**src/rtl/mem_port_arbiter.sv**
```systemverilog
// Two-requester (fetch, load/store) arbiter in front of one variable-latency memory port.
// Optional watchdog abort enabled by defining MEM_ARB_TIMEOUT_EN.
module mem_port_arbiter #(
    parameter int ADDR_WIDTH     = 32,
    parameter int DATA_WIDTH     = 32,
    parameter int TIMEOUT_CYCLES = 16
) (
    input  logic                    clk,
    input  logic                    rst,
    input  logic                    if_req,
    input  logic [ADDR_WIDTH-1:0]   if_addr,
    output logic                    if_gnt,
    output logic                    if_rvalid,
    output logic [DATA_WIDTH-1:0]   if_rdata,
    input  logic                    ls_req,
    input  logic                    ls_we,
    input  logic [ADDR_WIDTH-1:0]   ls_addr,
    input  logic [DATA_WIDTH-1:0]   ls_wdata,
    input  logic [DATA_WIDTH/8-1:0] ls_be,
    output logic                    ls_gnt,
    output logic                    ls_rvalid,
    output logic [DATA_WIDTH-1:0]   ls_rdata,
    output logic                    mem_req,
    output logic                    mem_we,
    output logic [ADDR_WIDTH-1:0]   mem_addr,
    output logic [DATA_WIDTH-1:0]   mem_wdata,
    output logic [DATA_WIDTH/8-1:0] mem_be,
    input  logic                    mem_ready,
    input  logic [DATA_WIDTH-1:0]   mem_rdata,
    output logic                    busy,
    output logic                    err
);
    localparam int BE_WIDTH = DATA_WIDTH / 8;

    localparam logic [1:0] IDLE     = 2'd0;
    localparam logic [1:0] SERVE_IF = 2'd1;
    localparam logic [1:0] SERVE_LS = 2'd2;

    logic [1:0]          state_reg;
    logic                last_ls_reg;
    logic                pick_ls;
    logic                timeout_hit;
    logic [BE_WIDTH-1:0] be_next;

    // Load/store wins unless it won last time and fetch is also waiting.
    assign pick_ls = ls_req && (!if_req || !last_ls_reg);
    assign busy    = (state_reg != IDLE);

    for (genvar gi = 0; gi < BE_WIDTH; gi++) begin : g_be
        assign be_next[gi] = pick_ls ? ls_be[gi] : 1'b1;
    end

`ifdef MEM_ARB_TIMEOUT_EN
    localparam int              CNT_W     = $clog2(TIMEOUT_CYCLES + 1);
    localparam logic [CNT_W-1:0] CNT_LIMIT = CNT_W'(TIMEOUT_CYCLES);

    logic [CNT_W-1:0] cnt_reg;

    // A completing memory beat always beats the watchdog in the same cycle.
    assign timeout_hit = busy && !mem_ready && (cnt_reg == CNT_LIMIT);

    always_ff @(posedge clk) begin
        if (rst) begin
            cnt_reg <= '0;
            err     <= 1'b0;
        end else begin
            err <= timeout_hit;
            if (!busy) begin
                cnt_reg <= '0;
            end else if (!mem_ready && !timeout_hit) begin
                cnt_reg <= cnt_reg + 1'b1;
            end
        end
    end
`else
    assign timeout_hit = 1'b0;
    assign err         = 1'b0;
`endif

    always_ff @(posedge clk) begin
        if (rst) begin
            state_reg   <= IDLE;
            last_ls_reg <= 1'b0;
            if_gnt      <= 1'b0;
            if_rvalid   <= 1'b0;
            if_rdata    <= '0;
            ls_gnt      <= 1'b0;
            ls_rvalid   <= 1'b0;
            ls_rdata    <= '0;
            mem_req     <= 1'b0;
            mem_we      <= 1'b0;
            mem_addr    <= '0;
            mem_wdata   <= '0;
            mem_be      <= '0;
        end else begin
            if_gnt    <= 1'b0;
            ls_gnt    <= 1'b0;
            if_rvalid <= 1'b0;
            ls_rvalid <= 1'b0;
            case (state_reg)
                IDLE: begin
                    if (if_req || ls_req) begin
                        state_reg   <= pick_ls ? SERVE_LS : SERVE_IF;
                        last_ls_reg <= pick_ls;
                        ls_gnt      <= pick_ls;
                        if_gnt      <= !pick_ls;
                        mem_req     <= 1'b1;
                        mem_we      <= pick_ls && ls_we;
                        mem_addr    <= pick_ls ? ls_addr : if_addr;
                        mem_wdata   <= pick_ls ? ls_wdata : '0;
                        mem_be      <= be_next;
                    end
                end
                default: begin
                    if (mem_ready || timeout_hit) begin
                        state_reg <= IDLE;
                        mem_req   <= 1'b0;
                        // An aborted access returns zero data to its owner.
                        if (state_reg == SERVE_LS) begin
                            ls_rvalid <= 1'b1;
                            ls_rdata  <= mem_ready ? mem_rdata : '0;
                        end else begin
                            if_rvalid <= 1'b1;
                            if_rdata  <= mem_ready ? mem_rdata : '0;
                        end
                    end
                end
            endcase
        end
    end
endmodule
```
**config.mk**
```make
export PLATFORM = sky130hd
export DESIGN_NAME = mem_port_arbiter
export DESIGN_NICKNAME = d
export VERILOG_FILES = /design/src/rtl/mem_port_arbiter.sv
export SDC_FILE = /design/constraint.sdc
export NUM_CORES = 1
export LEC_CHECK = 0
export ABC_CLOCK_PERIOD_IN_PS = 3300
export BUFFER_PORTS_ARGS = -buffer_cell sky130_fd_sc_hd__buf_2
export CAP_MARGIN = 20
export CORE_MARGIN = 2
export CORE_UTILIZATION = 48
export CTS_CLUSTER_SIZE = 8
export DETAILED_ROUTE_END_ITERATION = 16
export MAX_ROUTING_LAYER = met4
export PLACE_DENSITY = 0.85
export SYNTH_ARGS = -nofsm -noshare
export SYNTH_HDL_FRONTEND = slang
export SYNTH_SLANG_ARGS = --single-unit
```
**constraint.sdc**
```tcl
create_clock -name clk -period 3.3 [get_ports clk]
set_input_delay 0.495 -clock clk [delete_from_list [all_inputs] [get_ports clk]]
set_output_delay 0.495 -clock clk [all_outputs]
set_load 0.02 [all_outputs]
```
==> summary.md, run 1 <==
| Metric | Value |
|---|---|
| Placed cells | `889` |
| WHS Path Cells | `2` |
| Clk_skew | `0.00706 ns` |
| Slew HR | `61.9%` |
| Global Route Usage Sum | `26.5%` |
| Largest net degree at the start of global routing | `45` |
| First-pass GRT wire length | `23500 um` |
| Endpoints failing hold | `0` |
| Vias in the first global route | `4910` |
| Critical path type | `reg2out` |
| CP Launch Type | `flop` |
| Initial Utilization | `49.9%` |
| Worst-path clk slew | `0.06 ns` |
| Post-synth EDFFs | `0` |
| Die W | `108 um` |
| Die H | `108 um` |
| Storage element area | `2820 sq um` |
| #FFs+latches synth | `141` |
| DRT iter0 DRCs | `361` |
| Worst-case clock buffer depth | `2` |
| Antenna violations before repair | `0` |
| Ys async rst share | `0%` |
| Clock Tree Root | `clkbuf_8` |
| Slowest-stage cell, CP | `dfxtp_1` |
| Crit path capture type | `output port` |
| Flop-to-flop setup slack | `1.57 ns` |
| Area Overhead vs Synth | `37.2%` |
| Syn nets | `655` |
| Row cnt | `37` |
| Diodes inserted | `0` |
| RR Startpoint | `state_reg[0]$_SDFFE_PP0P_` |
| Hold WC Path Type | `in2reg` |
| Cell Area, Synth | `5170 sq um` |
| Outcome | `finished clean` |
| Max stage delay on crit path | `0.40 ns` |
| Final Util | `68.4%` |
| Crit-path max FO | `28` |
| Area of the multi-input gates | `2070 sq um` |
| Crit-path cells | `nor2_4 > buf_4 > inv_1 > buf_2` |
| Post-Route WL | `15200 um` |
| Setup TNS | `0 ns` |
| Required time worst endpoint | `2.80 ns` |
| Antenna Nets Post-Route | `0` |
| Commonest non-fill, non-tap cell in the layout | `buf_2` |
| H-Tree Depth | `4` |
| Post-synth cell types | `28` |
| RSZ-0062 raised after global routing | `false` |
| Final setup viols | `0` |
| CTS tree | `yes` |
| Slew @ Worst Pin | `0.571 ns` |
| Vias | `5007` |
| CTS buffer count | `17` |
| Layout cells sized above 1 | `45.4%` |
| CP top delay family | `buffers and inverters` |
| Synth Area per Inst | `10.0 sq um` |
| RR Endpoint | `mem_addr[20]$_SDFFE_PP0P_` |
| Final Total Pwr | `0.00442 W` |
| Synthesized instance count | `517` |
| Layout Cells excl Fill | `922` |
| HP Start | `ls_wdata[11]` |
| GP Congestion | `0.826` |
| Port buffer count | `276` |
| Final min period | `2.36 ns` |
| Power per cell area | `623 nW/um^2` |
| # Post-CTS Setup Buffers | `0` |
| Leak Pwr | `3.39 nW` |
| Hold slack | `0.203 ns` |
| Slew Limit Fails | `0` |
| Yosys warnings | `0` |
| Die footprint | `11600 sq um` |
| Dpl hpwl | `11000 um` |
| Max Cap Viol | `0` |
| Register area share after synthesis | `54.6%` |
| Fmax | `423 MHz` |
| Post-cts hold buffer count | `0` |
| DRC Markers | `0` |
| Max IR drop VDD | `0.337 mV` |
| Clk_lat worst skew | `0.50 ns` |
| R2R cell count | `3` |
| Top_reg_cell synth | `dfxtp_1` |
| CTS sink cnt | `141` |
| Crit path DAT | `1.87 ns` |
| Crit path buf inv count | `3` |
| Crit share post-route | `71.6%` |
| Drt via density | `5.43` |
| # resized after CTS | `0` |
| Commonest cells after routing, fill and taps aside | `buf_2 (275), dfxtp_1 (141), nand2_1 (130), a21oi_1 (69), a22o_1 (65)` |
| Core area | `10400 sq um` |
| Drt first pass iters | `7` |
| Post-layout net count | `911` |
| GR Overflow Total | `0` |
| Hold endpoint | `mem_wdata[11]$_SDFFE_PP0P_` |
| Fill count | `826` |
| I/O pin count | `278` |
| WL per Instance | `16.5 um` |
==> logic make-up (layout without fill, tap and decap cells) <==
kind of cell           count (synthesis)  after routing  share of synthesized area (%)
AOI/OAI and AO/OA                    178            178                           28.5
and+or+nand+nor                      145            145                           11.3
DFF                                  141            141                           54.6
buffers and inverters                 52            321                           5.64
other                                  1              1                         0.0725
==> how the worst max path moves through the flow <==
stage	startpoint	cells after the start	endpoint
after global routing	state_reg[0]$_SDFFE_PP0P_	4	busy
after CTS	state_reg[0]$_SDFFE_PP0P_	4	busy
after floorplan	if_req	6	mem_addr[4]$_SDFFE_PP0P_
after global placement	mem_ready	4	ls_rdata[24]$_SDFFE_PP0P_
after detailed placement	mem_ready	4	ls_rdata[25]$_SDFFE_PP0P_
final	state_reg[0]$_SDFFE_PP0P_	4	busy
==> worst reg2reg max path, cell delays in order, from the launching register on <==
cell	delay, ns
dfxtp_1	0.40
nor2_4	0.35
and2_4	0.59
a311oi_2	0.23
==> power by group <==
part           switching [W]  total, W  internal, W
logic               0.000502  0.000799     0.000297
registers          0.0000743   0.00191      0.00183
clock network       0.000769   0.00171     0.000945
==> per-layer routing <==
metal / part of all wire [%] / vias up / GRT usage [%]
met5: 0 / - / -
met4: 3.2 / 0 / 12.0
met3: 7.3 / 40 / 7.02
met2: 51 / 262 / 44.6
met1: 39 / 2356 / 29.6
li1: - / 2349 / -
==> area by class of cell <==
class | instances | share of cell area (%)
clock inverters | 15 | 1.83
inverters | 2 | 0.106
multi-input cells | 324 | 29.1
repair buffers | 287 | 20.9
clock buffers | 17 | 5.84
flip-flops and latches | 141 | 39.8
well taps | 136 | 2.40
==> stage by stage <==
step	setup slack [ns]	instance area [sq um]
floorplan	1.80	5170
global placement	1.46	6530
detailed placement	1.26	6530
CTS	0.906	7070
global route	0.798	7100
finish	0.938	7100
==> cell usage after synthesis (2+ instances only) <==
cell type  count  area, sq um
dfxtp_1      141         2820
nand2_1      130          488
a21oi_1       70          350
a22o_1        65          569
a311oi_2      26          390
buf_2         20          100
clkbuf_1      15         56.3
buf_4          9         67.6
nor2_1         8         30.0
a311oi_1       6         52.6
buf_6          5         56.3
a211oi_2       4         50.1
a21o_1         2         15.0
inv_1          2         7.51
Power figures use the tool's default switching activity.
==> inputs of run 2 (changes only) <==
==> config.mk (replaced) <==
export PLATFORM = sky130hd
export DESIGN_NAME = mem_port_arbiter
export DESIGN_NICKNAME = d
export VERILOG_FILES = /design/src/rtl/mem_port_arbiter.sv
export SDC_FILE = /design/constraint.sdc
export NUM_CORES = 1
export LEC_CHECK = 0
export ABC_CLOCK_PERIOD_IN_PS = 2200
export BUFFER_PORTS_ARGS = -buffer_cell sky130_fd_sc_hd__buf_2
export CAP_MARGIN = 20
export CORE_MARGIN = 2
export CORE_UTILIZATION = 45
export CTS_CLUSTER_SIZE = 8
export DETAILED_ROUTE_END_ITERATION = 16
export MAX_ROUTING_LAYER = met4
export PLACE_DENSITY = 0.8
export SYNTH_ARGS = -nofsm -noshare
export SYNTH_HDL_FRONTEND = slang
export SYNTH_SLANG_ARGS = --single-unit
==> constraint.sdc (replaced) <==
create_clock -name clk -period 2.2 [get_ports clk]
set_input_delay 0.33 -clock clk [delete_from_list [all_inputs] [get_ports clk]]
set_output_delay 0.33 -clock clk [all_outputs]
set_load 0.02 [all_outputs]
==> run 2 against run 1 <==
Effect of this change: die area increased by 6.4%; global-route usage is 2.5 points lower; count of clock-buffer cells in the layout is 1 higher; non-clock buffer count is 3 higher; largest cell class unchanged; highest routed layer unchanged.
==> summary.md, run 2 (synthesis results as in run 1) <==
| Metric | Value |
|---|---|
| Leak Pwr | `3.43 nW` |
| Slew Limit Fails | `0` |
| Clk_skew | `0.00759 ns` |
| Die H | `111 um` |
| Worst-case clock buffer depth | `2` |
| Crit-path max FO | `14` |
| Core area | `11300 sq um` |
| Clock Tree Root | `clkbuf_16` |
| Clk_lat worst skew | `0.41 ns` |
| DRT iter0 DRCs | `334` |
| Global Route Usage Sum | `24.0%` |
| Die footprint | `12400 sq um` |
| H-Tree Depth | `4` |
| Commonest cells after routing, fill and taps aside | `buf_2 (275), dfxtp_1 (141), nand2_1 (130), a21oi_1 (69), a22o_1 (65)` |
| Critical path type | `reg2out` |
| Dpl hpwl | `10600 um` |
| CTS sink cnt | `141` |
| Drt via density | `5.33` |
| Initial Utilization | `45.7%` |
| Fmax | `500 MHz` |
| Diodes inserted | `0` |
| I/O pin count | `278` |
| Area Overhead vs Synth | `38.9%` |
| CTS tree | `yes` |
| CP Launch Type | `flop` |
| Fill count | `929` |
| Outcome | `finished clean` |
| First-pass GRT wire length | `23600 um` |
| DRC Markers | `0` |
| Crit path capture type | `output port` |
| Slew @ Worst Pin | `0.579 ns` |
| Final Total Pwr | `0.00693 W` |
| Drt first pass iters | `5` |
| Antenna violations before repair | `0` |
| Hold WC Path Type | `in2reg` |
| Final setup viols | `0` |
| Commonest non-fill, non-tap cell in the layout | `buf_2` |
| Crit path DAT | `1.67 ns` |
| Worst-path clk slew | `0.06 ns` |
| # resized after CTS | `0` |
| # Post-CTS Setup Buffers | `0` |
| GR Overflow Total | `0` |
| Power per cell area | `965 nW/um^2` |
| Setup TNS | `0 ns` |
| Post-layout net count | `914` |
| Antenna Nets Post-Route | `0` |
| Row cnt | `39` |
| Final min period | `2.00 ns` |
| Largest net degree at the start of global routing | `37` |
| Slew HR | `61.4%` |
| Vias | `4972` |
| Max Cap Viol | `0` |
| RSZ-0062 raised after global routing | `false` |
| GP Congestion | `0.898` |
| Crit share post-route | `90.9%` |
| Max IR drop VDD | `0.559 mV` |
| Post-Route WL | `15000 um` |
| Post-cts hold buffer count | `0` |
| Vias in the first global route | `4910` |
| Hold slack | `0.134 ns` |
| WL per Instance | `16.1 um` |
| CTS buffer count | `17` |
| Endpoints failing hold | `0` |
| Layout cells sized above 1 | `45.5%` |
| Required time worst endpoint | `1.87 ns` |
| Port buffer count | `276` |
| Die W | `111 um` |
-- run 2: per-stage QoR --
step	cells	util (%)	setup slack (ns)	cell area, sq um
floorplan	517	-	0.869	5170
global placement	899	57.9	0.396	6560
detailed placement	899	57.9	0.322	6560
CTS	931	63.2	0.175	7150
global route	932	63.4	0.111	7180
finish	932	63.4	0.199	7180
-- run 2: layout make-up --
type	count	area, sq um	area share (%)
Clock buffer	18	429	5.98
Clock inverter	14	166	2.32
Inverter	2	7.51	0.105
Multi-Input combinational cell	324	2070	28.8
Sequential cell	141	2820	39.3
Tap cell	143	179	2.49
Timing Repair Buffer	290	1510	21.0
-- run 2: routing by layer --
| metal | track usage, % | part of all wire (%) |
|---|---|---|
| met4 | 9.96 | 2.0 |
| met5 | - | 0 |
| met1 | 26.7 | 40 |
| met2 | 41.1 | 52 |
| met3 | 6.07 | 6.7 |
-- run 2: final timing paths --
check	startpoint	end	slack [ns]	cells after the start
setup reg to reg	state_reg[0]$_SDFFE_PP0P_	mem_addr[23]$_SDFFE_PP0P_	0.44	4
setup / recovery	state_reg[0]$_SDFFE_PP0P_	busy	0.20	5
hold reg to reg	ls_rdata[26]$_SDFFE_PP0P_	ls_rdata[26]$_SDFFE_PP0P_	0.45	2
hold / removal	ls_wdata[31]	mem_wdata[31]$_SDFFE_PP0P_	0.13	2
-- run 2: critical path, cell delays in order, from the launching register on --
cell,delay [ns]
dfxtp_1,0.31
buf_4,0.16
nor2_4,0.31
buf_4,0.27
inv_1,0.05
buf_2,0.15
-- run 2: where the power goes --
part | internal [W] | leakage, nW | switching, W
logic | 0.000454 | 2.00 | 0.000751
clock network | 0.00178 | 0.282 | 0.00108
registers | 0.00275 | 1.15 | 0.000108
==> inputs of run 3 (changes only) <==
--- a/config.mk
+++ b/config.mk
@@ -13,7 +13,7 @@
 export CTS_CLUSTER_SIZE = 8
 export DETAILED_ROUTE_END_ITERATION = 16
 export MAX_ROUTING_LAYER = met4
-export PLACE_DENSITY = 0.8
+export PLACE_DENSITY = 0.87
 export SYNTH_ARGS = -nofsm -noshare
 export SYNTH_HDL_FRONTEND = slang
 export SYNTH_SLANG_ARGS = --single-unit
==> run 3 against run 2 <==
Effect of this change: clock power shrank 7%; largest power group is now registers; highest routed layer unchanged; critical path depth is the same; die area is the same; critical path type unchanged; critical endpoint unchanged; sequential share of layout area grew 0.18 points; largest cell class unchanged; combinational power is essentially flat.
==> summary.md, run 3 (synthesis results as in run 1) <==
| Metric | Value |
|---|---|
| Worst-case clock buffer depth | `2` |
| Hold WC Path Type | `in2reg` |
| # resized after CTS | `0` |
| Clock Tree Root | `clkbuf_16` |
| Power per cell area | `942 nW/um^2` |
| GR Overflow Total | `0` |
| WHS Path Cells | `2` |
| Crit path buf inv count | `4` |
| Slew @ Worst Pin | `0.586 ns` |
| R2R cell count | `4` |
| HP Start | `ls_wdata[4]` |
| Max stage delay on crit path | `0.31 ns` |
| Crit path DAT | `1.57 ns` |
| Die footprint | `12400 sq um` |
| H-Tree Depth | `4` |
| Hold endpoint | `mem_wdata[4]$_SDFFE_PP0P_` |
| Die W | `111 um` |
| GP Congestion | `0.840` |
| Crit-path cells | `buf_4 > nor2_4 > buf_4 > inv_1 > buf_2` |
| Vias | `4873` |
| Diodes inserted | `0` |
| Flop-to-flop setup slack | `0.71 ns` |
| Antenna Nets Post-Route | `0` |
| # Post-CTS Setup Buffers | `0` |
| Drt first pass iters | `4` |
| I/O pin count | `278` |
| Die H | `111 um` |
| RR Startpoint | `state_reg[1]$_SDFFE_PP0P_` |
| Final Util | `63.2%` |
| Commonest non-fill, non-tap cell in the layout | `buf_2` |
| CP top delay family | `buffers and inverters` |
| First-pass GRT wire length | `22600 um` |
| Dpl hpwl | `10100 um` |
| Post-cts hold buffer count | `0` |
| Post-Route WL | `14500 um` |
| Commonest cells after routing, fill and taps aside | `buf_2 (275), dfxtp_1 (141), nand2_1 (130), a21oi_1 (69), a22o_1 (65)` |
| Crit share post-route | `86.6%` |
| Post-layout net count | `916` |
| Slew Limit Fails | `0` |
| Initial Utilization | `45.7%` |
| CTS tree | `yes` |
| Port buffer count | `276` |
| Max Cap Viol | `0` |
| RR Endpoint | `mem_addr[21]$_SDFFE_PP0P_` |
| Area Overhead vs Synth | `38.3%` |
| Critical Path Source | `state_reg[1]$_SDFFE_PP0P_` |
| Placed Area | `6570 sq um` |
| Clk_skew | `0.00587 ns` |
| Slew HR | `61.0%` |
| Vias in the first global route | `4636` |
| Final min period | `1.90 ns` |
| Largest net degree at the start of global routing | `38` |
| CP Launch Type | `flop` |
| Cell area after layout | `7150 sq um` |
| Row cnt | `39` |
| Fmax | `525 MHz` |
| Most numerous cell on the critical path | `buf_4` |
| WL per Instance | `15.5 um` |
| DRC Markers | `0` |
| CTS sink cnt | `141` |
| Post-place setup slack | `0.393 ns` |
| Endpoints failing hold | `0` |
| Worst-path clk slew | `0.06 ns` |
| Antenna violations before repair | `0` |
| Drt via density | `5.22` |
| Clk_lat worst skew | `0.42 ns` |
| Crit path capture type | `output port` |
| Final setup viols | `0` |
| Global Route Usage Sum | `23.4%` |
| Core area | `11300 sq um` |
| Layout cells sized above 1 | `45.8%` |
| RSZ-0062 raised after global routing | `false` |
| DRT iter0 DRCs | `420` |
| Leak Pwr | `3.42 nW` |
| Max IR drop VDD | `0.705 mV` |
| CTS buffer count | `17` |
| Final Total Pwr | `0.00673 W` |
| Worst setup margin | `0.295 ns` |
| Required time worst endpoint | `1.87 ns` |
| Outcome | `finished clean` |
| Critical path type | `reg2out` |
| Slowest-stage cell, CP | `dfxtp_1` |
| Crit-path max FO | `27` |
| Setup TNS | `0 ns` |
==> run 3: cell count changes in the layout (fill, tap and decap cells not counted), sizes merged <==
cell      change
buf           +2
bufinv        -2
clkinv        +2
clkinvlp      +1
inv           -1
==> run 3: power by group <==
group	switching, W	leakage, nW	internal (W)
Clock	0.00110	0.265	0.00158
Combinational	0.000748	2.00	0.000454
Sequential	0.000104	1.15	0.00275
Total	0.00195	3.42	0.00479
==> run 3: per-stage QoR <==
stage	cells	hold WS [ns]
global placement	901	0.438
floorplan	517	0.456
global route	934	0.106
detailed placement	901	0.446
CTS	933	0.113
finish	934	0.127
==> run 3: how the worst max path moves through the flow <==
stage               depth (start not counted)  slack, ns                   endpoint
detailed placement                          4       0.39  ls_rdata[31]$_SDFFE_PP0P_
global placement                            4       0.47  ls_rdata[23]$_SDFFE_PP0P_
finish                                      5       0.30                       busy
CTS                                         5       0.27                       busy
floorplan                                   6       0.87   mem_addr[4]$_SDFFE_PP0P_
global route                                5       0.18                       busy
==> run 3: layout make-up <==
cell class | instances | area (sq um)
fill | 931 | 4170
sequential | 141 | 2820
multi-input combinational | 324 | 2070
timing repair buffer | 292 | 1510
clock buffer | 18 | 439
tap | 143 | 179
clock inverter | 14 | 121
inverter | 2 | 7.51
==> run 3: per-layer routing <==
metal | routed length [um] | GRT usage (%)
met5 | 0 | -
met1 | 6030 | 27.3
met2 | 7000 | 37.4
met3 | 1060 | 7.16
met4 | 394 | 10.2
==> run 3: worst register-to-register path, delay by kind of cell, from the launching register on <==
| kind | cells | cell delay (ns) |
|---|---|---|
| AND/OR/NAND/NOR | 2 | 0.66 |
| flip-flops | 1 | 0.31 |
| AO/OA/AOI/OAI | 1 | 0.21 |
| buffers and inverters | 1 | 0.16 |
